[config.mk]
export PLATFORM = sky130hd
export DESIGN_NAME = conv_matrix_loader
export DESIGN_NICKNAME = d
export VERILOG_FILES = /design/src/rtl/conv_matrix_loader.sv
export SDC_FILE = /design/constraint.sdc
export NUM_CORES = 1
export LEC_CHECK = 0
export CORE_MARGIN = 5
export CORE_UTILIZATION = 44
export DETAILED_ROUTE_END_ITERATION = 16
export GPL_ROUTABILITY_DRIVEN = 0
export PLACE_DENSITY_LB_ADDON = 0.15
export SLEW_MARGIN = 40
export SYNTH_ARGS = -nofsm -noshare
export SYNTH_HDL_FRONTEND = slang
export SYNTH_SLANG_ARGS = --single-unit
[constraint.sdc]
create_clock -name clk_in -period 2.1 [get_ports clk_in]
set_input_delay 0.42 -clock clk_in [delete_from_list [all_inputs] [get_ports clk_in]]
set_output_delay 0.42 -clock clk_in [all_outputs]
set_load 0.02 [all_outputs]
[src/rtl/conv_matrix_loader.sv]
// Byte-stream loader for the 4x4 input / 3x3 filter convolution engine.
// Fills 25 operand registers, then sequences the engine reset/run window.
module conv_matrix_loader #(
   parameter int unsigned RUN_CYCLES = 66,
   parameter int unsigned FRAME_LEN  = 25
) (
   input  logic       clk_in,
   input  logic       rst,
   input  logic [7:0] s_data,
   input  logic       s_valid,
   output logic       s_ready,
   input  logic       load_abort,
   output logic [7:0] i00,
   output logic [7:0] i01,
   output logic [7:0] i02,
   output logic [7:0] i03,
   output logic [7:0] i10,
   output logic [7:0] i11,
   output logic [7:0] i12,
   output logic [7:0] i13,
   output logic [7:0] i20,
   output logic [7:0] i21,
   output logic [7:0] i22,
   output logic [7:0] i23,
   output logic [7:0] i30,
   output logic [7:0] i31,
   output logic [7:0] i32,
   output logic [7:0] i33,
   output logic [7:0] f00,
   output logic [7:0] f01,
   output logic [7:0] f02,
   output logic [7:0] f10,
   output logic [7:0] f11,
   output logic [7:0] f12,
   output logic [7:0] f20,
   output logic [7:0] f21,
   output logic [7:0] f22,
   output logic       conv_rst,
   output logic       busy,
   output logic       done,
   output logic [4:0] byte_idx
);

   localparam logic [1:0] StLoad = 2'd0;
   localparam logic [1:0] StRun  = 2'd1;
   localparam logic [1:0] StDone = 2'd2;

   localparam logic [4:0] LastIdx = 5'(FRAME_LEN - 1);
   localparam logic [7:0] RunLast = 8'(RUN_CYCLES - 1);

   logic [1:0] state_q, state_d;
   logic [4:0] idx_q, idx_d;
   logic [7:0] cnt_q, cnt_d;
   logic       conv_rst_q, busy_q, done_q;
   logic [7:0] mat_q [FRAME_LEN];
   logic       wr_en;
   logic [4:0] wr_idx;
   logic       xfer;

   assign s_ready = (state_q == StLoad) || (state_q == StDone);
   assign xfer    = s_valid & s_ready;

   always_comb begin
      state_d = state_q;
      idx_d   = idx_q;
      cnt_d   = cnt_q;
      wr_en   = 1'b0;
      wr_idx  = idx_q;
      case (state_q)
         StLoad: begin
            // Abort takes priority: a simultaneous byte is dropped.
            if (load_abort) begin
               idx_d = 5'd0;
            end else if (xfer) begin
               wr_en = 1'b1;
               if (idx_q == LastIdx) begin
                  idx_d   = 5'd0;
                  cnt_d   = 8'd0;
                  state_d = StRun;
               end else begin
                  idx_d = idx_q + 5'd1;
               end
            end
         end
         StRun: begin
            cnt_d = cnt_q + 8'd1;
            if (cnt_q == RunLast) begin
               state_d = StDone;
            end
         end
         StDone: begin
            // First byte of the next frame restarts loading directly.
            if (xfer) begin
               wr_en   = 1'b1;
               wr_idx  = 5'd0;
               idx_d   = 5'd1;
               state_d = StLoad;
            end
         end
         default: state_d = StLoad;
      endcase
   end

   always_ff @(posedge clk_in) begin
      if (rst) begin
         state_q    <= StLoad;
         idx_q      <= 5'd0;
         cnt_q      <= 8'd0;
         conv_rst_q <= 1'b1;
         busy_q     <= 1'b0;
         done_q     <= 1'b0;
         for (int k = 0; k < int'(FRAME_LEN); k++) begin
            mat_q[k] <= 8'd0;
         end
      end else begin
         state_q    <= state_d;
         idx_q      <= idx_d;
         cnt_q      <= cnt_d;
         conv_rst_q <= (state_d == StLoad);
         busy_q     <= (state_d == StRun);
         done_q     <= (state_d == StDone);
         if (wr_en) begin
            mat_q[wr_idx] <= s_data;
         end
      end
   end

   assign conv_rst = conv_rst_q;
   assign busy     = busy_q;
   assign done     = done_q;
   assign byte_idx = idx_q;

   assign i00 = mat_q[0];
   assign i01 = mat_q[1];
   assign i02 = mat_q[2];
   assign i03 = mat_q[3];
   assign i10 = mat_q[4];
   assign i11 = mat_q[5];
   assign i12 = mat_q[6];
   assign i13 = mat_q[7];
   assign i20 = mat_q[8];
   assign i21 = mat_q[9];
   assign i22 = mat_q[10];
   assign i23 = mat_q[11];
   assign i30 = mat_q[12];
   assign i31 = mat_q[13];
   assign i32 = mat_q[14];
   assign i33 = mat_q[15];
   assign f00 = mat_q[16];
   assign f01 = mat_q[17];
   assign f02 = mat_q[18];
   assign f10 = mat_q[19];
   assign f11 = mat_q[20];
   assign f12 = mat_q[21];
   assign f20 = mat_q[22];
   assign f21 = mat_q[23];
   assign f22 = mat_q[24];

endmodule

==> results of run 1 <==
area by class of cell:
class	instances	area [um2]
Fill cell	1482	7100
Sequential cell	218	6370
Timing Repair Buffer	288	2750
Multi-Input combinational cell	342	2260
Clock buffer	31	616
Tap cell	265	332
Clock inverter	9	119
Inverter	9	33.8
Antenna cell	1	2.50
metal layers:
metal	up-vias	share of wire, %	GRT usage, %
met5	-	0	0
met4	0	2.3	5.44
met3	37	7.1	3.60
met2	207	50	33.3
met1	2768	41	25.6
li1	2685	-	-
worst register-to-register path: cells and delay by family (launching register included):
family	cells	cell delay [ns]
buf+inv	2	0.38
simple gates	4	0.89
flops	1	0.41
flip-flops by register name, summed over array words and instances, names as in the netlist:
register  cells
state_q       2
cnt_q         8
mat_q       200
done          1
busy          1
conv_rst      1
byte_idx      5
Yosys cell counts (5+ instances only):
cell        n
and2_1    200
edfxtp_1  200
o21ai_0    31
clkbuf_1   20
nor2_1     19
dfxtp_1    18
nor2_4     12
a21oi_1    11
inv_1       9
buf_2       7
nand2_1     7
nand3_1     5
nand4_1     5
nor3_1      5
or3_1       5
kinds of logic after synthesis:
logic type               count (synthesis)  synth area share, %
buffers and inverters                   42                 2.27
AND/OR/NAND/NOR                        280                 21.0
XOR/XNOR                                 3                0.298
flip-flops                             218                 72.2
AO/OA/AOI/OAI                           55                 3.72
adder cells (fa/ha/maj)                  4                0.567
repair_timing:
action | CTS | global route
gates resized for setup | 4 | 3
pin swaps | 0 | 0
setup endpoints to repair | 4 | 3
cells in the final DEF, fill, tap and decap left out, types with 3 or more instances in the layout:
cell             instances
nor2_4                  12
clkbuf_16               23
and2_1                 200
dfxtp_2                  4
nand3_1                  5
edfxtp_1               200
or3_1                    5
nor3_1                   5
o21ai_0                 15
clkdlybuf4s50_1        217
inv_1                    9
clkbuf_1                 7
nand2_1                  7
nand4_1                  5
o21ai_1                 18
a21oi_1                 11
buf_12                   3
nor2_1                  19
buf_4                   65
clkinv_1                 3
bufinv_16                3
dfxtp_1                 14
ha_1                     4
nor2_2                   3
path summary, 6_finish.rpt:
check	startpoint	depth (start not counted)	endpoint	slack (ns)
worst max-delay path	byte_idx[3]	1	byte_idx[3]	0.09
worst min-delay path	cnt_q[7]	2	cnt_q[7]	0.49
worst max register to register	state_q[0]	6	mat_q[7][5]	0.28
worst min register to register	cnt_q[7]	2	cnt_q[7]	0.49
through the flow:
step | instances | worst slack [ns] | utilization, %
global placement | 1122 | -0.267 | 59.9
CTS | 1162 | 0.00371 | 63.7
global route | 1162 | 0.00105 | 63.7
floorplan | 602 | -0.201 | -
detailed placement | 1122 | -0.285 | 59.9
finish | 1163 | 0.0923 | 63.7
report_power, final:
group / internal, mW / total [mW] / switching (mW)
Clock: 2.41 / 3.95 / 1.54
Combinational: 0.332 / 0.793 / 0.461
Sequential: 4.86 / 4.92 / 0.0555
==> results by group, run 1 <==
Floorplan
  – Initial core utilization: 45.0%
  – Row cnt: 51
  – Die height: 152 um
  – Chip width: 152 um
  – Die Area: 23,000 um2
  – IO Pins: 221
  – Core area: 19,600 um2

CTS
  – Clock buffer depth: 3
  – Hold_buf cts: 0
  – Post-CTS setup buffer count: 0
  – H-tree Lvls: 1
  – Worst-Skew Late Latency: 0.49 ns
  – Clock root buffer: clkbuf_16
  – CTS tree: built
  – CTS Sinks: 218
  – Total CTS buffers: 22
  – Clock Pin Slew Worst Setup and Hold Paths: 0.06 ns

Yosys
  – Seq/Total Area, Yosys: 72.2%
  – Primary FF master, synth: edfxtp_1
  – Yosys top cell by area: edfxtp_1
  – Post-Syn Nets: 618
  – Post-Syn Area: 8820 um2
  – Area contributors post-synth: edfxtp_1 68%, and2_1 14%, dfxtp_1 4.1%, o21ai_0 1.8%, nor2_4 1.5%
  – Post-synth top area share: 68.1%
  – Yosys warning count: 0
  – Seq cells post-synth: 218
  – Avg Inst Size Synth: 14.7 um2
  – Post-synthesis cell type count: 44
  – Post-Synthesis Cells: 602
  – Synth async-reset ratio: 0%
  – Post-synth EDFFs: 200

Timing
  – Max-slew violation count: 0
  – Rel. slew slack: 60.9%
  – Final hold slack: 0.494 ns
  – Worst slew pin tran: 0.581 ns
  – RSZ-0062 raised after global routing: false
  – Fin crit period: 2.01 ns
  – Period utilisation layout: 95.6%
  – Final setup TNS: 0 ns
  – Peak Freq: 498 MHz
  – Final Hold Fails: 0
  – Final setup violation count: 0
  – Layout Skew: 0.0104 ns

Critical path
  – Cell family with most CP delay: buffers and inverters
  – CP arrival: 1.59 ns
  – Critical path buffers and inverters: 1
  – Max Fanout on Critical Path: 10
  – Crit path kind: reg2out
  – Startpoint types: register
  – Critical path, cell by cell: clkdlybuf4s50_1
  – Critical Path Max Stage Delay: 0.65 ns
  – Crit. End Element: primary output
  – CP max-delay cell: clkdlybuf4s50_1
  – Critical Path RT: 1.68 ns

Global route
  – Global-route wire length before repair: 34,000 um
  – Largest net degree at the start of global routing: 26
  – Initial antenna violation count: 0
  – Vias in the first global route: 5,816
  – Total grt overflow: 0
  – GRT Util Overall: 19.5%

Routing
  – TritonRoute pass-1 iters: 4
  – Remaining routing DRC violations: 0
  – Vias: 5,697
  – Routed wire length: 22,500 um
  – Via density: 4.90
  – Routed wire per std cell: 19.3 um
  – Post-detailed-route count of antenna-violating nets: 0
  – Starting DRT DRC Count: 200

Placement
  – Cell Area, Placed: 11,700 um2
  – Detail Placement HPWL: 15,500 um
  – Port Buf Inserts: 220

Flow run
  – Max Cap Violations: 0

Pwr
  – VDD IR-drop max: 0.587 mV
  – Leakage: 4.60 nW
  – Pwr/cell area: 774 nW/um2
  – Total power: 9.66 mW

Finish
  – Share of layout cells above drive strength 1: 14.0%
  – Cell area after layout: 12,500 um2
  – Layout net count: 897
  – Synth-to-layout area growth: 41.6%

Run status
  – Status: finished clean

Min path
  – Hold/Removal Path Class: reg2reg
Note: power is estimated with default switching activity, not from simulation.
==> run 2: changes to the inputs <==
--- a/config.mk
+++ b/config.mk
@@ -10,6 +10,7 @@
 export DETAILED_ROUTE_END_ITERATION = 16
 export GPL_ROUTABILITY_DRIVEN = 0
 export PLACE_DENSITY_LB_ADDON = 0.15
+export RECOVER_POWER = 100
 export SLEW_MARGIN = 40
 export SYNTH_ARGS = -nofsm -noshare
 export SYNTH_HDL_FRONTEND = slang
==> run 2 against run 1 <==
Net effect:
- final area is 1.8% lower
- sequential power hardly changed
- combinational power is 9.3% lower
- clock power hardly changed
- worst hold slack hardly changed
- worst setup slack better by 0.0028 ns
- routed wire length is 0.46% lower
- non-clock buffer count stayed put
- critical path type unchanged
- highest routed layer unchanged
==> results by group, run 2 (synthesis gave the netlist of run 1 again) <==
CTS
  – Total CTS buffers: 22 (unchanged)
  – Clock Pin Slew Worst Setup and Hold Paths: 0.06 ns (about the same)
  – Hold_buf cts: 0 (unchanged)
  – Clock buffer depth: 3 (unchanged)
  – Post-CTS setup buffer count: 0 (unchanged)
  – Clock root buffer: clkbuf_16
  – H-tree Lvls: 1 (unchanged)
  – CTS Sinks: 218 (unchanged)
  – CTS tree: built
  – Worst-Skew Late Latency: 0.50 ns (about the same)
  – Post-cts resize count: 4 (unchanged)

Routing
  – Routed wire length: 22,400 um (-0.46%)
  – Remaining routing DRC violations: 0 (unchanged)
  – Routed wire per std cell: 19.2 um (-0.37%)
  – TritonRoute pass-1 iters: 4 (unchanged)
  – Vias: 5,670 (-0.47%)
  – Starting DRT DRC Count: 210 (+5.0%)
  – Post-detailed-route count of antenna-violating nets: 0 (unchanged)
  – Via density: 4.88 (-0.39%)

Floorplan
  – Die height: 152 um (unchanged)
  – IO Pins: 221 (unchanged)
  – Die Area: 23,000 um2 (unchanged)
  – Chip width: 152 um (unchanged)
  – Initial core utilization: 45.0% (unchanged)
  – Row cnt: 51 (unchanged)
  – Core area: 19,600 um2 (unchanged)

Critical path
  – Worst Setup SP: mat_q[1][7]
  – Crit path kind: reg2out
  – Critical Path Max Stage Delay: 0.67 ns (+0.02 ns)
  – Worst r2r src: byte_idx[1]
  – CP arrival: 1.58 ns (about the same)
  – R2r endpoint: cnt_q[1]
  – Reg2Reg Setup Slack: 0.19 ns (-0.09 ns)
  – Startpoint types: register
  – Critical path, cell by cell: dlygate4sd3_1
  – Cell family with most CP delay: buffers and inverters
  – Critical Path RT: 1.68 ns (about the same)
  – Critical path buffers and inverters: 1 (unchanged)
  – CP max-delay cell: dlygate4sd3_1
  – R2R cell count: 7 (+1)
  – Crit. End Element: primary output
  – Max Fanout on Critical Path: 1 (-9)

Pwr
  – VDD IR-drop max: 0.585 mV (-0.34%)
  – Pwr/cell area: 782 nW/um2 (+1.0%)
  – Leakage: 4.66 nW (+1.1%)

Timing
  – Worst slew pin tran: 0.581 ns (+0.000378 ns)
  – RSZ-0062 raised after global routing: false
  – Period utilisation layout: 95.5% (-0.14 points)
  – Layout Skew: 0.0114 ns (+0.000923 ns)
  – Final hold slack: 0.494 ns (+0.0000750 ns)
  – Rel. slew slack: 60.9% (about the same)
  – Fin crit period: 2.00 ns (-0.00284 ns)
  – Peak Freq: 499 MHz (+0.14%)
  – Final setup violation count: 0 (unchanged)
  – Final setup TNS: 0 ns (unchanged)
  – Final Hold Fails: 0 (unchanged)
  – Max-slew violation count: 0 (unchanged)

Finish
  – Top reg by flops: mat_q
  – # diodes: 0 (-1)
  – Synth-to-layout area growth: 39.0%
  – Fin cells: 1,162 (-0.086%)
  – Max reg flops: 200 (unchanged)
  – Commonest non-fill, non-tap cell in the layout: dlygate4sd3_1
  – Cell area after layout: 12,300 um2 (-1.8%)
  – Final cell utilization of the core: 62.6% (-1.1 points)
  – Most frequent cells in the layout: 203 x dlygate4sd3_1, 200 x edfxtp_1, 124 x and2_0
  – Share of layout cells above drive strength 1: 11.6% (-2.5 points)
  – Filler instances: 1,524 (+2.8%)
  – Layout net count: 897 (unchanged)

Placement
  – Cell Area, Placed: 11,700 um2 (unchanged)
  – Detail Placement HPWL: 15,500 um (unchanged)
  – Port Buf Inserts: 220 (unchanged)
  – Dpl cells: 1,122 (unchanged)

Global route
  – Global-route wire length before repair: 34,000 um (unchanged)
  – GRT Util Overall: 19.5% (unchanged)
  – Largest net degree at the start of global routing: 26 (unchanged)
  – Vias in the first global route: 5,816 (unchanged)
  – Initial antenna violation count: 0 (unchanged)
  – Total grt overflow: 0 (unchanged)

Min path
  – Hold/Removal Path Class: reg2reg
  – Hold Crit Start: cnt_q[7]
  – Worst Hold End: cnt_q[7]
  – Worst Hold Depth: 2 (unchanged)

Flow run
  – Max Cap Violations: 0 (unchanged)

Run status
  – Status: finished clean
run 2: changes by cell type in the layout (fill, tap and decap cells not counted), moves of 11 or more:
cell | previous run | this run
clkbuf_1 | 7 | 23
and2_0 | 0 | 124
clkbuf_2 | 0 | 20
nor2_4 | 12 | 1
buf_4 | 65 | 27
and2_1 | 200 | 76
clkdlybuf4s50_1 | 217 | 14
dlygate4sd3_1 | 0 | 203
run 2: through the flow:
step / setup slack, ns / total power [mW]
CTS: 0.00371 / 9.73
global route: 0.000729 / 9.89
global placement: -0.267 / 5.81
detailed placement: -0.285 / 5.82
floorplan: -0.201 / 5.33
finish: 0.0951 / 9.58
run 2: where the power goes:
| part | switching, mW | leakage [nW] | internal (mW) | total [mW] |
|---|---|---|---|---|
| clock | 1.54 | 0.354 | 2.41 | 3.95 |
| combinational | 0.459 | 2.09 | 0.260 | 0.719 |
| sequential | 0.0488 | 2.21 | 4.86 | 4.91 |
| total | 2.05 | 4.66 | 7.53 | 9.58 |
run 2: layer usage:
metal	wire, um	up-vias	global-route usage [%]
li1	-	2677	-
met1	9060	2756	25.6
met2	11300	202	33.3
met3	1500	35	3.60
met4	507	0	5.44
met5	0	-	0
run 2: worst max path at each step:
stage | to | slack, ns | cells after the start
final | i01[7] | 0.1 | 1
after global routing | mat_q[24][1] | 0.0007 | 7
after CTS | byte_idx[1] | 0.004 | 1
after detailed placement | mat_q[3][5] | -0.29 | 6
after global placement | mat_q[10][6] | -0.27 | 6
after floorplan | mat_q[9][0] | -0.20 | 5
run 2: tightest hold or removal path, stage by stage (launching register included):
cell	delay (ns)
dfxtp_1	0.32
o21ai_0	0.07
a21oi_1	0.06
run 2: area by class of cell:
| type | instances | area, um2 | area share (%) |
|---|---|---|---|
| Sequential cell | 218 | 6370 | 52.0 |
| Inverter | 9 | 33.8 | 0.275 |
| Tap cell | 265 | 332 | 2.70 |
| Multi-Input combinational cell | 342 | 2160 | 17.6 |
| Timing Repair Buffer | 288 | 2630 | 21.4 |
| Clock buffer | 31 | 616 | 5.02 |
| Clock inverter | 9 | 119 | 0.969 |
==> run 3: changes to the inputs <==
--- a/config.mk
+++ b/config.mk
@@ -5,10 +5,10 @@
 export SDC_FILE = /design/constraint.sdc
 export NUM_CORES = 1
 export LEC_CHECK = 0
+export ABC_CLOCK_PERIOD_IN_PS = 2100
 export CORE_MARGIN = 5
 export CORE_UTILIZATION = 44
 export DETAILED_ROUTE_END_ITERATION = 16
-export GPL_ROUTABILITY_DRIVEN = 0
 export PLACE_DENSITY_LB_ADDON = 0.15
 export RECOVER_POWER = 100
 export SLEW_MARGIN = 40
==> results of run 3 <==
Same layout as run 2: the final DEF is identical, and so are final timing and power.
